`src/rtl/mux_share_arbiter.sv`:
```
// Round-robin burst arbiter sharing one DATA_W-bit 2:1 mux between requesters A and B,
// with a one-entry registered output stage.
module mux_share_arbiter #(
    parameter int DATA_W    = 4,
    parameter int MAX_BURST = 4
) (
    input  logic              clk,
    input  logic              rst_n,
    input  logic              a_valid,
    input  logic [DATA_W-1:0] a_data,
    output logic              a_ready,
    input  logic              b_valid,
    input  logic [DATA_W-1:0] b_data,
    output logic              b_ready,
    output logic              sel,
    output logic              out_valid,
    output logic [DATA_W-1:0] out_data,
    input  logic              out_ready
);

    localparam int              CNT_W   = $clog2(MAX_BURST + 1);
    localparam logic [CNT_W-1:0] CNT_MAX = CNT_W'(MAX_BURST);
    localparam logic [CNT_W-1:0] CNT_ONE = CNT_W'(1);
    localparam logic            OWN_A   = 1'b0;
    localparam logic            OWN_B   = 1'b1;

    logic              owner_q;
    logic              owner_d;
    logic [CNT_W-1:0]  cnt_q;
    logic [CNT_W-1:0]  cnt_d;
    logic              out_valid_q;
    logic              out_valid_d;
    logic [DATA_W-1:0] out_data_q;
    logic [DATA_W-1:0] out_data_d;

    logic              ld_s;
    logic              any_valid_s;
    logic              winner_s;
    logic [DATA_W-1:0] mux_s;

    function automatic logic [CNT_W-1:0] sat_inc(input logic [CNT_W-1:0] val);
        if (val >= CNT_MAX) begin
            sat_inc = CNT_MAX;
        end else begin
            sat_inc = val + CNT_ONE;
        end
    endfunction

    // Arbitration: winner defaults to owner, so sel falls back to owner when idle.
    always_comb begin
        winner_s    = owner_q;
        any_valid_s = a_valid | b_valid;
        ld_s        = ~out_valid_q | out_ready;
        if (a_valid && !b_valid) begin
            winner_s = OWN_A;
        end else if (!a_valid && b_valid) begin
            winner_s = OWN_B;
        end else if (a_valid && b_valid) begin
            if (cnt_q < CNT_MAX) begin
                winner_s = owner_q;
            end else begin
                winner_s = ~owner_q;
            end
        end else begin
            winner_s = owner_q;
        end
    end

    // Mux select and per-requester handshakes.
    always_comb begin
        sel     = winner_s;
        mux_s   = winner_s ? b_data : a_data;
        a_ready = ld_s & a_valid & (winner_s == OWN_A);
        b_ready = ld_s & b_valid & (winner_s == OWN_B);
    end

    // Next-state: load on transfer, drain when idle, hold under backpressure.
    always_comb begin
        owner_d     = owner_q;
        cnt_d       = cnt_q;
        out_valid_d = out_valid_q;
        out_data_d  = out_data_q;
        if (ld_s && any_valid_s) begin
            out_data_d  = mux_s;
            out_valid_d = 1'b1;
            if (winner_s == owner_q) begin
                cnt_d = sat_inc(cnt_q);
            end else begin
                owner_d = winner_s;
                cnt_d   = CNT_ONE;
            end
        end else if (ld_s) begin
            out_valid_d = 1'b0;
        end else begin
            out_valid_d = out_valid_q;
        end
    end

    // State registers; reset drops any held beat and hands the first tie to A.
    always_ff @(posedge clk or negedge rst_n) begin
        if (!rst_n) begin
            owner_q     <= OWN_A;
            cnt_q       <= '0;
            out_valid_q <= 1'b0;
            out_data_q  <= '0;
        end else begin
            owner_q     <= owner_d;
            cnt_q       <= cnt_d;
            out_valid_q <= out_valid_d;
            out_data_q  <= out_data_d;
        end
    end

    assign out_valid = out_valid_q;
    assign out_data  = out_data_q;

endmodule

```
`config.mk`:
```
export PLATFORM = sky130hd
export DESIGN_NAME = mux_share_arbiter
export DESIGN_NICKNAME = d
export VERILOG_FILES = /design/src/rtl/mux_share_arbiter.sv
export SDC_FILE = /design/constraint.sdc
export NUM_CORES = 1
export LEC_CHECK = 0
export ABC_CLOCK_PERIOD_IN_PS = 3000
export CORE_MARGIN = 5
export CORE_UTILIZATION = 48
export DETAILED_ROUTE_END_ITERATION = 6
export GPL_TIMING_DRIVEN = 1
export PLACE_DENSITY_LB_ADDON = 0.25
export SETUP_SLACK_MARGIN = 0.15
export SLEW_MARGIN = 25
export SYNTH_ARGS = -nofsm -noshare
export SYNTH_HDL_FRONTEND = slang
export SYNTH_SLANG_ARGS = --single-unit
export TNS_END_PERCENT = 10
```
`constraint.sdc`:
```
create_clock -name clk -period 3 [get_ports clk]
set_input_delay 0.6 -clock clk [delete_from_list [all_inputs] [get_ports clk]]
set_output_delay 0.6 -clock clk [all_outputs]
set_load 0.01 [all_outputs]
```
Word level (Yosys, flattened, before mapping)
Cells that the tools add are included.

Add/sub/neg operators: 1. Magnitude comparators: 2. Mux-type cells: 9. Bitwise operators: 10. Equal/unequal tests: 1. Reduce and logical (&&, ||, !) cells: 8.

Operators by type and width (number): $mux W1 (6); $mux W3 (2); $and A1 B1 Y1 (4); $logic_and A1 B1 Y1 (4); $mux W4 (1); $not A1 Y1 (4); $add A3 B1 Y3 const B (1); $ge A3 B3 Y1 const B (1); $lt A3 B3 Y1 const B (1); $logic_not A1 Y1 (2); $or A1 B1 Y1 (2); $reduce_and A2 Y1 (1); $reduce_bool A2 Y1 (1); $eq A1 B1 Y1 (1).

Output and inout port bits: 8. Flip-flop bits (word level): 9.

Logic depth before layout (Yosys ltp)
Depth in word-level cells: 8. Mapped depth: 5. Mapped depth without buffers: 4.

Worst setup path before layout
No wires, ideal clock.

Kind: in2out. Start point: input port b_valid. End point: output port b_ready. Data arrival time: 1214 ps. Slack: 1186 ps. Cell stages on the path: 4. Cell sequence: buf_6 nand2_1 a21oi_2 and3_1.

Cells in the longest elaborated chain, start to end: 5.

Ends and longest elaborated chain: start: declaration (RTL line 12) `input logic b_valid,`; $logic_and A1 B1 Y1 (RTL line 58) `end else if (a_valid && b_valid) begin`; $mux W1 (RTL line 58); $mux W1 (RTL line 56) `end else if (!a_valid && b_valid) begin`; $mux W1 (*) (RTL line 54) `if (a_valid && !b_valid) begin`; net sel (RTL line 15) `output logic sel,`; $and A1 B1 Y1 (*) (RTL line 74) `b_ready = ld_s & b_valid & (winner_s == OWN_B);`; end: declaration (RTL line 14) `output logic b_ready,`.

The timed path passes the listed nets; every way through them passes the cells marked *.

Worst setup path after layout
Start point: input port b_valid. End point: output port b_ready.

Cells in the longest elaborated chain, start to end: 5.

Ends and longest elaborated chain (RTL line): $logic_and A1 B1 Y1 (58); $mux W1 (58); $mux W1 (56); $mux W1 (54); $and A1 B1 Y1 (*) (74).

Mark *: on every way between the ends. The rest lies on a longest branch, timed or not.

==> flow_summary.yaml <==
grt:
  antenna_found_initial: 0
  grt_pass1_wl_um: 2770
  overflow: 0
  grt_max_degree: 15
  grt_usage_pct: 17.7
  grt_pass1_vias: 675
placement:
  routabilityCongestion: 0.805
  port_buffers: 20
  place_ws_ps: 315
  post-place-cells: 111
  place_hpwl_um: 1290
cts:
  cts-root-buf: "clkbuf_4"
  ctsResizeCount: 0
  cts_hold_buffers: 0
  cts.sinks: 9
  htree_num_levels: 1
  numCtsBuffers: 3
  clk_latency_ps: 270
  clockBufferDepth: 2
  cts_setup_buffers: 0
  cts_tree: "built"
  cts.clk_slew.worst_paths_ps: 60
logic_synthesis:
  synth_edf_count: 0
  synth_area_leaders: "dfrtp_1 33%, o31ai_2 7.4%, nand2_1 6.6%, o22a_1 5.1%, nor2_1 3.9%"
  async_flop_share_pct: 100
  synth.top_cell.area_share_pct: 33.1
  synth_area_um2: 681
  yosysSeqAreaShare_pct: 33.1
  ys_top_cells_by_count: "12 x nand2_1, 9 x dfrtp_1, 7 x nor2_1"
  avgSynthCellArea_um2: 8.96
  synth.distinct_cells: 27
  synth.most_common_cell: "nand2_1"
  synth_nets: 91
  yosysWarningCount: 0
  synth_cells: 76
  ys_ff_latch: 9
  synth_ff_type: "dfrtp_1"
  yosysTopAreaCell: "dfrtp_1"
timing:
  fin_tns_setup_ps: 0
  hold_violations: 0
  post-route-worst-setup-slack_ps: 301
  fin_skew_ps: 2.60
  period_minus_slack_ps: 2700
  final_max_slew_viol_count: 0
  rsz0062_at_grt: "no"
  finalCritPeriodShare_pct: 90.0
  tightest_slew_ps: 454
  clock.fmax_mhz: 370
  maxSlewHeadroom_pct: 69.8
  setup_viol: 0
worst_setup_path:
  reg2regPathDepth: 4
  start_kind: "input port"
  crit_arrival_ps: 2100
  cp-end-kind: "output port"
  worst_ep_required_time_ps: 2400
  cp_max_fo: 4
  worstSetupPathType: "in -> out"
floorplanning:
  die_h_um: 47.7
  die_x_um: 47.7
  start_util_pct: 51.7
  die_area_um2: 2270
  ios: 21
  rows: 13
  core_area_um2: 1320
power:
  ir_drop_mv: 0.358
  power_frac_clock_pct: 15.8
  finalPower_w: 0.000608
  swShare_pct: 39.6
  pwr-share-comb_pct: 49.7
  total_leakage_power_nw: 0.379
  power.density_nw_per_um2: 658
  switching_power_w: 0.000241
  p_int_w: 0.000367
  p_seq_share_pct: 34.5
finish:
  drive_gt1_share_pct: 18.0
  syn2layout_area_growth_pct: 35.7
  finish.net_count: 116
  diodes: 0
  n_fill_cell: 101
  postLayoutCoreUtil_pct: 70.1
  instances_no_fill: 115
drt:
  drc_errors: 0
  vias: 673
  detail_route.wl_per_cell_um: 13.8
  drt_iter0_markers: 12
  viasPerCell: 5.85
  firstDrtPassIters: 4
  ant_nets: 0
  routed_wl_um: 1590
run:
  cap_violations: 0
min_path:
  hold_depth: 2
  hp-class: "reg -> reg"
outcome:
  outcome: "finished, final reports clean"
## registers in the layout (all words and copies together) (netlist names)
signal / flops
out_valid: 1
out_data: 4
owner_q: 1
cnt_q: 3
## power by group through the flow
stage | registers (W) | logic [W] | clock network [W]
2_1_floorplan | 0.000201 | 0.000200 | 0
3_3_place_gp | 0.000209 | 0.000293 | 0
3_5_place_dp | 0.000213 | 0.000306 | 0
4_1_cts | 0.000210 | 0.000307 | 0.0000990
5_1_grt | 0.000219 | 0.000334 | 0.000103
6_report | 0.000209 | 0.000302 | 0.0000959
## final cells by class
type                            count  area, µm²  area share (%)
Tap cell                           15       18.8            2.03
Multi-Input combinational cell     58        404            43.8
Clock buffer                        4       26.3            2.85
Inverter                            5       18.8            2.03
Sequential cell                     9        225            24.4
Timing Repair Buffer               24        230            24.9
## placed cells by master, fill, tap and decap left out, types with 2 or more instances in the layout
master / instances
a21oi_1: 4
buf_4: 4
clkbuf_4: 3
clkdlybuf4s50_1: 20
dfrtp_1: 9
ha_1: 2
inv_1: 3
inv_2: 2
nand2_1: 12
nand2b_1: 4
nor2_1: 7
nor2b_1: 2
o211ai_2: 2
o21ai_1: 2
o22a_1: 4
o22ai_1: 4
o31ai_2: 4
## kinds of logic (layout without fill, tap and decap cells)
logic type | count (synthesis) | after routing | share of synthesized area [%]
AOI/OAI and AO/OA | 27 | 27 | 36.4
adders and majority gates | 2 | 2 | 3.68
buffers and inverters | 9 | 33 | 7.54
DFF | 9 | 9 | 33.1
and+or+nand+nor | 29 | 29 | 19.3
## metrics by stage
stage               cell area (µm²)  hold slack [ps]
floorplan                       681              304
global placement                897              469
detailed placement              897              487
CTS                             923              500
global route                    923              535
finish                          923              499
## final timing paths
path	slack (ps)	end	start
worst min register to register	500	out_data[3]$_DFFE_PN0P_	out_data[3]$_DFFE_PN0P_
worst min-delay path	500	out_data[3]$_DFFE_PN0P_	out_data[3]$_DFFE_PN0P_
worst max-delay path	300	b_ready	b_valid
max in group asynchronous	2100	out_data[3]$_DFFE_PN0P_	rst_n
min in group asynchronous	620	cnt_q[0]$_DFFE_PN0P_	rst_n
worst max register to register	1540	out_data[3]$_DFFE_PN0P_	owner_q$_DFFE_PN0P_
## worst max-delay path, stage by stage
cell and delay (ps):
clkdlybuf4s50_1 520, nand2_1 80, a21oi_2 180, and3_1 170, clkdlybuf4s50_1 540
## layer usage
metal | vias to the layer above | wire length (µm) | GRT usage, %
li1 | 324 | - | -
met1 | 323 | 602 | 19.3
met2 | 21 | 846 | 30.5
met3 | 5 | 100 | 3.76
met4 | 0 | 39 | 12.4
met5 | - | 0 | 0
(Power assumes the default switching activity.)
